## config.mk

```make
export PLATFORM = sky130hd
export DESIGN_NAME = pipelined_cla_alu
export DESIGN_NICKNAME = d
export VERILOG_FILES = /design/src/rtl/alu_pkg.sv /design/src/rtl/cla_slice4.sv /design/src/rtl/pipelined_cla_alu.sv
export SDC_FILE = /design/constraint.sdc
export NUM_CORES = 1
export LEC_CHECK = 0
export ABC_AREA = 0
export CORE_MARGIN = 5
export CORE_UTILIZATION = 55
export DETAILED_ROUTE_END_ITERATION = 10
export GPL_ROUTABILITY_DRIVEN = 0
export MAX_ROUTING_LAYER = met4
export PLACE_DENSITY = 0.79
export SLEW_MARGIN = 20
export SYNTH_ARGS = -nofsm -noshare
export SYNTH_HDL_FRONTEND = slang
export SYNTH_SLANG_ARGS = --single-unit
```

## constraint.sdc

```tcl
create_clock -name clk_i -period 1.6 [get_ports clk_i]
set_input_delay 0.32 -clock clk_i [delete_from_list [all_inputs] [get_ports clk_i]]
set_output_delay 0.32 -clock clk_i [all_outputs]
set_load 0.005 [all_outputs]
```

## src/rtl/alu_pkg.sv

```systemverilog
// alu_pkg: shared constants and per-bit operand/logic functions for the CLA ALU
package alu_pkg;
  localparam int SLICE_W = 4;
  localparam logic MODE_LOGIC = 1'b1;
  localparam logic MODE_ARITH = 1'b0;
  localparam logic [3:0] SEL_ADD = 4'b1001;
  localparam logic [3:0] SEL_SUB = 4'b0110;
  localparam logic [3:0] SEL_ONES = 4'b0011;
  localparam logic [3:0] SEL_XOR = 4'b0110;
  // Arithmetic adder terms are bitwise in A and B, returned as {x, y}
  function automatic logic [1:0] xy_bit(input logic a, input logic b, input logic [3:0] sel);
    case (sel)
      4'h0: return {a, 1'b0};
      4'h1: return {a | b, 1'b0};
      4'h2: return {a | ~b, 1'b0};
      4'h3: return {1'b1, 1'b0};
      4'h4: return {a, a & ~b};
      4'h5: return {a | b, a & ~b};
      4'h6: return {a, ~b};
      4'h7: return {a & ~b, 1'b1};
      4'h8: return {a, a & b};
      4'h9: return {a, b};
      4'hA: return {a | ~b, a & b};
      4'hB: return {a & b, 1'b1};
      4'hC: return {a, a};
      4'hD: return {a | b, a};
      4'hE: return {a | ~b, a};
      default: return {a, 1'b1};
    endcase
  endfunction
  function automatic logic lgc_bit(input logic a, input logic b, input logic [3:0] sel);
    case (sel)
      4'h0: return ~a;
      4'h1: return ~(a | b);
      4'h2: return ~a & b;
      4'h3: return 1'b0;
      4'h4: return ~(a & b);
      4'h5: return ~b;
      4'h6: return a ^ b;
      4'h7: return a & ~b;
      4'h8: return ~a | b;
      4'h9: return ~(a ^ b);
      4'hA: return b;
      4'hB: return a & b;
      4'hC: return 1'b1;
      4'hD: return a | ~b;
      4'hE: return a | b;
      default: return a;
    endcase
  endfunction
endpackage

```

## src/rtl/cla_slice4.sv

```systemverilog
// cla_slice4: 4-bit slice producing P/G, both conditional sums and the logic result
module cla_slice4
  import alu_pkg::*;
(
  input  logic [SLICE_W-1:0] a_i,
  input  logic [SLICE_W-1:0] b_i,
  input  logic               mode_i,
  input  logic [3:0]         sel_i,
  output logic               p_o,
  output logic               g_o,
  output logic [SLICE_W-1:0] sum0_o,
  output logic [SLICE_W-1:0] sum1_o,
  output logic [SLICE_W-1:0] lgc_o
);
  logic [SLICE_W-1:0] x, y;
  logic cout;
  always_comb begin
    x = '0;
    y = '0;
    lgc_o = '0;
    for (int k = 0; k < SLICE_W; k++) begin
      {x[k], y[k]} = xy_bit(a_i[k], b_i[k], sel_i);
      lgc_o[k] = lgc_bit(a_i[k], b_i[k], sel_i);
    end
    {cout, sum0_o} = {1'b0, x} + {1'b0, y};
    sum1_o = x + y + 4'd1;
    // P/G are forced low in logic mode so no carry can ever reach the result
    p_o = ~mode_i & (&(x ^ y));
    g_o = ~mode_i & cout;
  end
endmodule

```

## src/rtl/pipelined_cla_alu.sv

```systemverilog
// pipelined_cla_alu: two-stage 74181-style ALU with slice carry-select and valid/ready handshake
module pipelined_cla_alu
  import alu_pkg::*;
#(
  parameter int WIDTH = 16
) (
  input  logic             clk_i,
  input  logic             rst_n_i,
  input  logic             in_valid_i,
  output logic             in_ready_o,
  input  logic [WIDTH-1:0] a_i,
  input  logic [WIDTH-1:0] b_i,
  input  logic             mode_i,
  input  logic [3:0]       sel_i,
  input  logic             carry_i,
  output logic             out_valid_o,
  input  logic             out_ready_i,
  output logic [WIDTH-1:0] f_o,
  output logic             carry_o,
  output logic             zero_o,
  output logic             ovf_o,
  output logic             gp_o,
  output logic             gg_o
);
  localparam int NS = WIDTH / SLICE_W;
  if (WIDTH % SLICE_W != 0 || WIDTH < SLICE_W) begin : g_bad_width
    $error("WIDTH must be a multiple of 4 and at least 4");
  end
  logic [NS-1:0] p_w, g_w;
  logic [NS-1:0][SLICE_W-1:0] s0_w, s1_w, lg_w;
  logic [1:0] xy_msb;
  for (genvar i = 0; i < NS; i++) begin : g_sl
    cla_slice4 u_slice (
      .a_i   (a_i[i*SLICE_W +: SLICE_W]),
      .b_i   (b_i[i*SLICE_W +: SLICE_W]),
      .mode_i(mode_i),
      .sel_i (sel_i),
      .p_o   (p_w[i]),
      .g_o   (g_w[i]),
      .sum0_o(s0_w[i]),
      .sum1_o(s1_w[i]),
      .lgc_o (lg_w[i])
    );
  end
  // MSB propagate is kept so stage 2 can recover the carry into the sign bit
  assign xy_msb = xy_bit(a_i[WIDTH-1], b_i[WIDTH-1], sel_i);
  logic s1_valid_q, s1_valid_d, mode_q, mode_d, cin_q, cin_d, pm_q, pm_d;
  logic [NS-1:0] p_q, p_d, g_q, g_d;
  logic [NS-1:0][SLICE_W-1:0] lo_q, lo_d, hi_q, hi_d;
  logic out_valid_q, out_valid_d, carry_q, carry_d, zero_q, zero_d;
  logic ovf_q, ovf_d, gp_q, gp_d, gg_q, gg_d;
  logic [WIDTH-1:0] f_q, f_d, f_n;
  logic [NS:0] c;
  logic gacc, s2_load, acc, ld2;
  assign s2_load = ~out_valid_q | out_ready_i;
  assign in_ready_o = ~s1_valid_q | s2_load;
  assign acc = in_valid_i & in_ready_o;
  assign ld2 = s2_load & s1_valid_q;
  always_comb begin
    s1_valid_d = acc | (s1_valid_q & ~s2_load);
    mode_d = acc ? mode_i : mode_q;
    cin_d = acc ? carry_i & ~mode_i : cin_q;
    pm_d = acc ? ~mode_i & (xy_msb[1] ^ xy_msb[0]) : pm_q;
    p_d = acc ? p_w : p_q;
    g_d = acc ? g_w : g_q;
    lo_d = acc ? (mode_i ? lg_w : s0_w) : lo_q;
    hi_d = acc ? s1_w : hi_q;
  end
  always_comb begin
    c = '0;
    c[0] = cin_q;
    gacc = 1'b0;
    f_n = '0;
    for (int k = 0; k < NS; k++) begin
      c[k+1] = g_q[k] | (p_q[k] & c[k]);
      gacc = g_q[k] | (p_q[k] & gacc);
      f_n[k*SLICE_W +: SLICE_W] = c[k] ? hi_q[k] : lo_q[k];
    end
    out_valid_d = s2_load ? s1_valid_q : out_valid_q;
    f_d = ld2 ? f_n : f_q;
    carry_d = ld2 ? c[NS] : carry_q;
    zero_d = ld2 ? ~|f_n : zero_q;
    ovf_d = ld2 ? ~mode_q & (c[NS] ^ f_n[WIDTH-1] ^ pm_q) : ovf_q;
    gp_d = ld2 ? &p_q : gp_q;
    gg_d = ld2 ? gacc : gg_q;
  end
  always_ff @(posedge clk_i or negedge rst_n_i) begin
    if (!rst_n_i) begin
      s1_valid_q <= 1'b0;
      mode_q <= 1'b0;
      cin_q <= 1'b0;
      pm_q <= 1'b0;
      p_q <= '0;
      g_q <= '0;
      lo_q <= '0;
      hi_q <= '0;
      out_valid_q <= 1'b0;
      f_q <= '0;
      carry_q <= 1'b0;
      zero_q <= 1'b0;
      ovf_q <= 1'b0;
      gp_q <= 1'b0;
      gg_q <= 1'b0;
    end else begin
      s1_valid_q <= s1_valid_d;
      mode_q <= mode_d;
      cin_q <= cin_d;
      pm_q <= pm_d;
      p_q <= p_d;
      g_q <= g_d;
      lo_q <= lo_d;
      hi_q <= hi_d;
      out_valid_q <= out_valid_d;
      f_q <= f_d;
      carry_q <= carry_d;
      zero_q <= zero_d;
      ovf_q <= ovf_d;
      gp_q <= gp_d;
      gg_q <= gg_d;
    end
  end
  assign out_valid_o = out_valid_q;
  assign f_o = f_q;
  assign carry_o = carry_q;
  assign zero_o = zero_q;
  assign ovf_o = ovf_q;
  assign gp_o = gp_q;
  assign gg_o = gg_q;
endmodule

```

==> run summary, run 1 <==
IO buf count: 64
GRT worst endpoint: lo_q[3]$_DFFE_PN0P_/D
syn avg cell area: 7.82 sq um
detailed placer's ending HPWL: 23800 um
Syn Inst Count: 997
Yosys Warn Count: 0
Worst End Pin Type: sequential cell input
total CTS buffers: 9
root buffer cell: clkbuf_16
status: stopped before the end
clk sinks: 66
stage reached: global routing
main combinational cell family by area after synthesis: compound AO/OA/AOI/OAI gates
Post-Synth XOR/XNOR Area: 0.0213
error msg: [ERROR GRT-0232] Routing congestion too high. Check the congestion heatmap in the GUI.
mux contribution to synthesized area: 0.0531
Simple-Gate Fraction of Synth Area: 0.184
htree depth: 3
Synth Flop Type: dfrtp_1
Die H: 129 um
Post-Place Cells: 1483
async set-reset flop share out of synthesis: 1.00
Synth Area in Compound Gates: 0.297
Initial Utilization: 0.562
Adder-Cell Fraction of Synth Area: 0.155
# rows: 43
hold_buf cts: 0
GRT Overall Usage: 0.782
Seq/Total Area, Yosys: 0.212
Post-synth EDFFs: 0
distinct cell type count after synthesis: 83
Die X: 129 um
Mapped Nets: 1131
Overflow after GRT: 61
# IOs: 65
clk buf depth: 2
Cell Area, Synth: 7800 sq um
flops & latches, synth: 66
largest net degree at the start of global routing: 67
cells by family after synthesis:
logic type	after synthesis
compound gates	348
simple gates	296
buf+inv	137
fa+ha+maj	92
flops	66
mux	39
xor+xnor	19
routing by layer:
| metal | GRT overflow | GRT usage |
|---|---|---|
| met2 | 36 | 0.917 |
| met3 | 0 | 0.627 |
| met5 | - | - |
| met4 | 25 | 0.777 |
| met1 | 0 | 0.768 |
per-stage QoR:
| stage | instance area [sq um] | setup TNS (ns) | setup slack [ns] |
|---|---|---|---|
| after global placement | 10900 | -43.79 | -1.33 |
| after detailed placement | 10900 | -47.54 | -1.49 |
| after CTS | 12500 | -20.08 | -0.696 |
| after floorplan | 8010 | -26.09 | -1.02 |
cells in the mapped netlist, types with 16 or more instances:
master | instances | area [sq um]
nand3_1 | 16 | 80.1
nand2_1 | 124 | 465
clkbuf_1 | 32 | 120
mux2i_1 | 32 | 320
o22ai_1 | 18 | 113
ha_1 | 84 | 1050
a22oi_1 | 27 | 203
o21ai_0 | 88 | 440
a21o_1 | 16 | 120
nor3_1 | 17 | 85.1
buf_2 | 23 | 115
nor2_1 | 49 | 184
dfrtp_1 | 66 | 1650
a21oi_1 | 77 | 385
inv_1 | 64 | 240
timing repair:
item                       4_1_cts
gates cloned                     3
gates resized for setup        292
setup endpoints to repair       44
setup buffers                   41
pin swaps                       97
==> run 2, diff against run 1 <==
Settings changed: CORE_UTILIZATION 55 to 40, MAX_ROUTING_LAYER met4 to unset, PLACE_DENSITY 0.79 to unset, PLACE_DENSITY_LB_ADDON set to 0.15.
Clock period 1.6 ns to 2.1 ns, I/O delays scaled along.
==> run 2 against run 1 <==
Net effect: the flow now finishes, with violations (setup timing); area after synthesis is the same; synthesized cell count stayed put.
==> run summary, run 2 <==
CP Cell Sequence: buf_8, buf_6, buf_12, nand4bb_4, buf_4, buf_6, nand2_1, o21ai_0, nand4_1, ha_4, inv_2, fa_2, xor2_1, nor3_1, a21oi_1, o21ai_1
RSZ-0062 raised after global routing: yes
most common cell after layout, fill and taps aside: buf_4
crit path launch type: input port
leakage power: 5.75 nW
die area: 22400 sq um
Final Cycle Share: 1.17
Simple-Gate Fraction of Synth Area: 0.184
ANT cells: 0
Syn Inst Count: 997
Synth Flop Type: dfrtp_1
clk buf depth: 2
Cell Area, Synth: 7800 sq um
design area: 12200 sq um
detailed placer's ending HPWL: 23700 um
Avg WL per Cell: 19.5 um
setup TNS: -7.66 ns
VDD IR max: 0.470 mV
worst-path fanout max: 6
CP Class: input port to register
met2 Use GR: 0.442
Post-DRT Antenna Nets: 0
Seq/Total Area, Yosys: 0.212
share of cells above drive strength 1: 0.381
Final min period: 2.46 ns
# rows: 51
Clk Latency, worst-skew pair: 0.33 ns
syn avg cell area: 7.82 sq um
placed inst area: 10900 sq um
core area: 19300 sq um
Post-synth EDFFs: 0
Post-Synth XOR/XNOR Area: 0.0213
root buffer cell: clkbuf_16
number of nets in the layout: 1480
mux contribution to synthesized area: 0.0531
Initial Utilization: 0.403
Worst slew margin: 0.421
TritonCTS clock tree: done
Iter 0 DRT Violations: 889
Synth Area in Compound Gates: 0.297
vias in the first global route: 8754
flops & latches, synth: 66
# setup viols final: 36
main combinational cell family by area after synthesis: compound AO/OA/AOI/OAI gates
power per cell area: 553 nW/um^2
htree depth: 3
max frequency: 406 MHz
CP most frequent cell: buf_6
Finished Layout Cells: 1615
fin worst setup slack: -0.362 ns
clk sinks: 66
area leader, netlist: dfrtp_1
WP data arrival: 2.67 ns
DRC: 0
Commonest cells post-synth: nand2_1 (124), o21ai_0 (88), ha_1 (84)
async set-reset flop share out of synthesis: 1.00
Worst Hold Class: register to register
top-count cell post-synth: nand2_1
met1 Track Usage GR: 0.361
Final Max Tran Viols: 0
status: finished, violations left
vias per inst: 5.67
IO buf count: 64
Final Hold Fails: 0
Overflow after GRT: 0
Adder-Cell Fraction of Synth Area: 0.155
failing checks: setup timing
GRT Overall Usage: 0.273
distinct cell type count after synthesis: 83
Area Growth Syn to Fin: 56.5%
# IOs: 65
CP max stage cell: fa_2
final core utilization: 0.631
CP endpoint kind: register
Tightest Pin Transition: 0.867 ns
largest net degree at the start of global routing: 52
Post-Place Cells: 1561
commonest cells after routing, fill and taps aside: buf_4 (285), nand2_1 (119), dfrtp_1 (66)
Mapped Nets: 1131
global-route wire length before repair: 47900 um
busiest metal layer after global routing: met2
largest cells by area after synthesis: dfrtp_1 (21%), ha_1 (13%), nand2_1 (6.0%)
Total Wirelength: 31500 um
DRT Pass-1 Iters: 5
Fin Clk Skew: 0.00461 ns
total CTS buffers: 9
Worst Path Required: 2.31 ns
Clock transition at path regs: 0.05 ns
met3 Usage GRT: 0.0433
Synth top area share: 0.212
initial antenna violation count: 0
Via Count: 9152
Critical Path Max Stage Delay: 0.35 ns
Die X: 150 um
Yosys Warn Count: 0
max cap viols: 0
Die H: 150 um
[run 2: cell counts after synthesis]
No cell type changed its count.
[run 2: kinds of logic after synthesis]
kind of cell	Yosys count
multiplexers	39
flip-flops	66
adder cells (fa/ha/maj)	92
AO/OA/AOI/OAI	348
AND/OR/NAND/NOR	296
buffers and inverters	137
XOR/XNOR	19
[run 2: layout make-up]
type                            instances  area [sq um]
Fill cell                            1683          7130
Timing Repair Buffer                  407          3530
Clock buffer                           14           284
Multi-Input combinational cell        795          6150
Tap cell                              265           332
Clock inverter                          1          7.51
Sequential cell                        66          1650
Inverter                               67           256
[run 2: repair_timing]
action                                 in CTS  in global routing
endpoints found under the hold margin       7                  0
pin swaps                                  75                 59
hold buffers                                1                  0
cloned                                      1                  0
setup endpoints to repair                  40                 38
gates resized for setup                   170                 63
buffers inserted                           27                 13
[run 2: path summary, 6_finish.rpt]
check | from | to | slack (ns) | cells after the start
max | sel_i[1] | lo_q[6] | -0.36 | 16
min | gp_o | gp_o | 0.47 | 2
max reg2reg | lo_q[3] | zero_o | 0.37 | 4
min reg2reg | gp_o | gp_o | 0.47 | 2
max in group asynchronous | rst_n_i | ovf_o | 1.11 | 3
min in group asynchronous | rst_n_i | f_o[2] | 0.48 | 2
[run 2: per-layer routing]
layer / wire (um) / share of wire
met5: 0 / 0
met2: 14200 / 0.45
met3: 2720 / 0.086
met1: 13100 / 0.42
met4: 1460 / 0.046
[run 2: power breakdown]
group	switching [W]	internal (W)	total (W)	leakage, nW
Combinational	0.00164	0.00181	0.00345	4.78
Clock	0.000508	0.000921	0.00143	0.141
Sequential	0.000260	0.00161	0.00187	0.829
[run 2: worst max-delay path, delay by kind of cell]
kind                       cells  cell delay [ns]
AOI/OAI and AO/OA              3             0.32
xor gates and xnor gates       1             0.16
adders and majority gates      2             0.53
buffers and inverters          6             0.67
and+or+nand+nor                4             0.55
[run 2: through the flow]
stage	hold slack (ns)	setup slack, ns	total power [W]
after global placement	0.294	-0.957	0.00488
after global routing	0.496	-0.459	0.00716
after detailed placement	0.294	-1.10	0.00493
after CTS	0.479	-0.358	0.00663
final	0.473	-0.362	0.00674
after floorplan	0.124	-0.623	0.00345
Note: power is estimated with default switching activity, not from simulation.
==> run 3, diff against run 2 <==
Settings changed: ABC_CLOCK_PERIOD_IN_PS set to 2100, CORE_MARGIN 5 to 4.
==> run 3 against run 2 <==
Net effect: the run still ends with setup timing left; wire length grew 2.3%; total power is 6.4% higher; global-route usage is 1.1 points higher; critical path depth shrank 4; flip-flop and latch count is the same; non-clock buffer count is 27 higher; first-iteration DRC count fell by 15%; maximum frequency is 1.1% higher; sequential power is essentially flat; die area is 2.7% lower; cell area grew 4.2%; critical path type unchanged.
==> run summary, run 3 (synthesis gave the netlist of run 2 again) <==
status: finished, violations left
failing checks: setup timing
Reg2Reg Depth: 4
detailed placer's ending HPWL: 23800 um
Hold Crit Endpoint: ovf_o
Die H: 148 um
GRT Overall Usage: 0.285
most common cell after layout, fill and taps aside: buf_4
power per cell area: 565 nW/um^2
leakage power: 5.94 nW
worst-path fanout max: 7
placed inst area: 11000 sq um
vias in the first global route: 9221
Worst slew margin: 0.587
RSZ-0062 raised after global routing: yes
max cap viols: 0
design area: 12700 sq um
min-delay src: mode_q
Internal Power: 0.00466 W
vias per inst: 5.75
# rows: 50
Post-DRT Antenna Nets: 0
Final min period: 2.44 ns
# setup viols final: 33
Clock transition at path regs: 0.05 ns
Area Growth Syn to Fin: 63.0%
Initial Utilization: 0.411
crit path launch type: input port
initial antenna violation count: 0
die area: 21800 sq um
TritonCTS clock tree: done
clk sinks: 66
Hold Path Depth: 1
number of nets in the layout: 1506
Worst Path Required: 2.37 ns
Clk pwr share: 0.231
global-route wire length before repair: 49300 um
root buffer cell: clkbuf_16
CP endpoint kind: register
Avg WL per Cell: 19.7 um
Total Wirelength: 32200 um
Final Max Tran Viols: 0
DRT Pass-1 Iters: 5
Worst Hold Class: register to register
DRC: 0
Tightest Pin Transition: 0.617 ns
fin worst setup slack: -0.336 ns
Final Cycle Share: 1.16
largest net degree at the start of global routing: 43
total CTS buffers: 9
Reg-to-Reg End: zero_o
Flop pwr share: 0.260
share of cells above drive strength 1: 0.424
flop2flop setup slack: 0.40 ns
clk buf depth: 2
WP data arrival: 2.71 ns
core area: 19000 sq um
sw frac: 0.350
VDD IR max: 0.368 mV
CP Class: input port to register
ANT cells: 0
launch point of the worst reg-to-reg path: lo_q[2]
Via Count: 9414
net switching power: 0.00251 W
htree depth: 3
Clk Latency, worst-skew pair: 0.33 ns
IO buf count: 64
max frequency: 410 MHz
final core utilization: 0.671
Iter 0 DRT Violations: 752
Logic pwr share: 0.509
# IOs: 65
Die X: 148 um
Overflow after GRT: 0
commonest cells after routing, fill and taps aside: buf_4 (299), nand2_1 (112), o21ai_0 (66), dfrtp_1 (66), buf_6 (53)
Fin Clk Skew: 0.00472 ns
Final Hold Fails: 0
==> run 3: worst max-delay path, cell delays in order <==
cell	delay (ns)
buf_12	0.12
nor2b_4	0.13
buf_6	0.14
a22oi_2	0.20
nor2_2	0.07
a2111o_1	0.40
ha_2	0.22
inv_2	0.06
fa_2	0.44
o32a_1	0.29
nand4_1	0.08
a22o_1	0.12
==> run 3: worst max-delay path by stage <==
stage | to | cells past startpoint | from
global placement | lo_q[11] | 12 | b_i[9]
floorplan | lo_q[13] | 13 | sel_i[2]
detailed placement | lo_q[11] | 12 | b_i[9]
CTS | lo_q[13] | 13 | sel_i[2]
finish | lo_q[13] | 12 | sel_i[2]
global route | lo_q[13] | 12 | sel_i[2]
==> run 3: power groups by stage <==
stage	combinational (W)	sequential [W]	clock (W)
final	0.00365	0.00186	0.00166
after floorplan	0.00163	0.00182	0
after global routing	0.00394	0.00191	0.00175
after global placement	0.00301	0.00187	0
after detailed placement	0.00305	0.00188	0
after CTS	0.00343	0.00186	0.00169
==> run 3: timing repair <==
item	in CTS	in global routing
endpoints found under the setup margin	39	37
buffers inserted	41	17
resized for setup	230	83
gates cloned	2	0
hold buffers	1	0
pin swaps	88	81
endpoints found under the hold margin	8	0
==> run 3: through the flow <==
stage	total power [W]	std cells	hold WS (ns)	setup TNS (ns)	worst slack, ns
2_1_floorplan	0.00345	997	0.124	-10.42	-0.623
3_3_place_gp	0.00488	1562	0.309	-27.89	-0.959
3_5_place_dp	0.00493	1562	0.309	-29.84	-1.08
4_1_cts	0.00698	1621	0.460	-4.99	-0.282
5_1_grt	0.00760	1637	0.479	-8.36	-0.391
6_report	0.00718	1637	0.455	-5.94	-0.336
==> run 3: routing by layer <==
metal | track usage | vias up | part of all wire
li1 | - | 4389 | -
met1 | 0.369 | 4449 | 0.41
met2 | 0.453 | 467 | 0.46
met3 | 0.0607 | 109 | 0.088
met4 | 0.136 | 0 | 0.045
met5 | 0 | - | 0
==> run 3: area by class of cell <==
type / instances / area [sq um]
clock buffer: 12 / 267
clock inverter: 4 / 72.6
fill: 1550 / 6240
inverter: 67 / 256
multi-input combinational: 794 / 6310
sequential: 66 / 1650
tap: 260 / 325
timing repair buffer: 434 / 3830
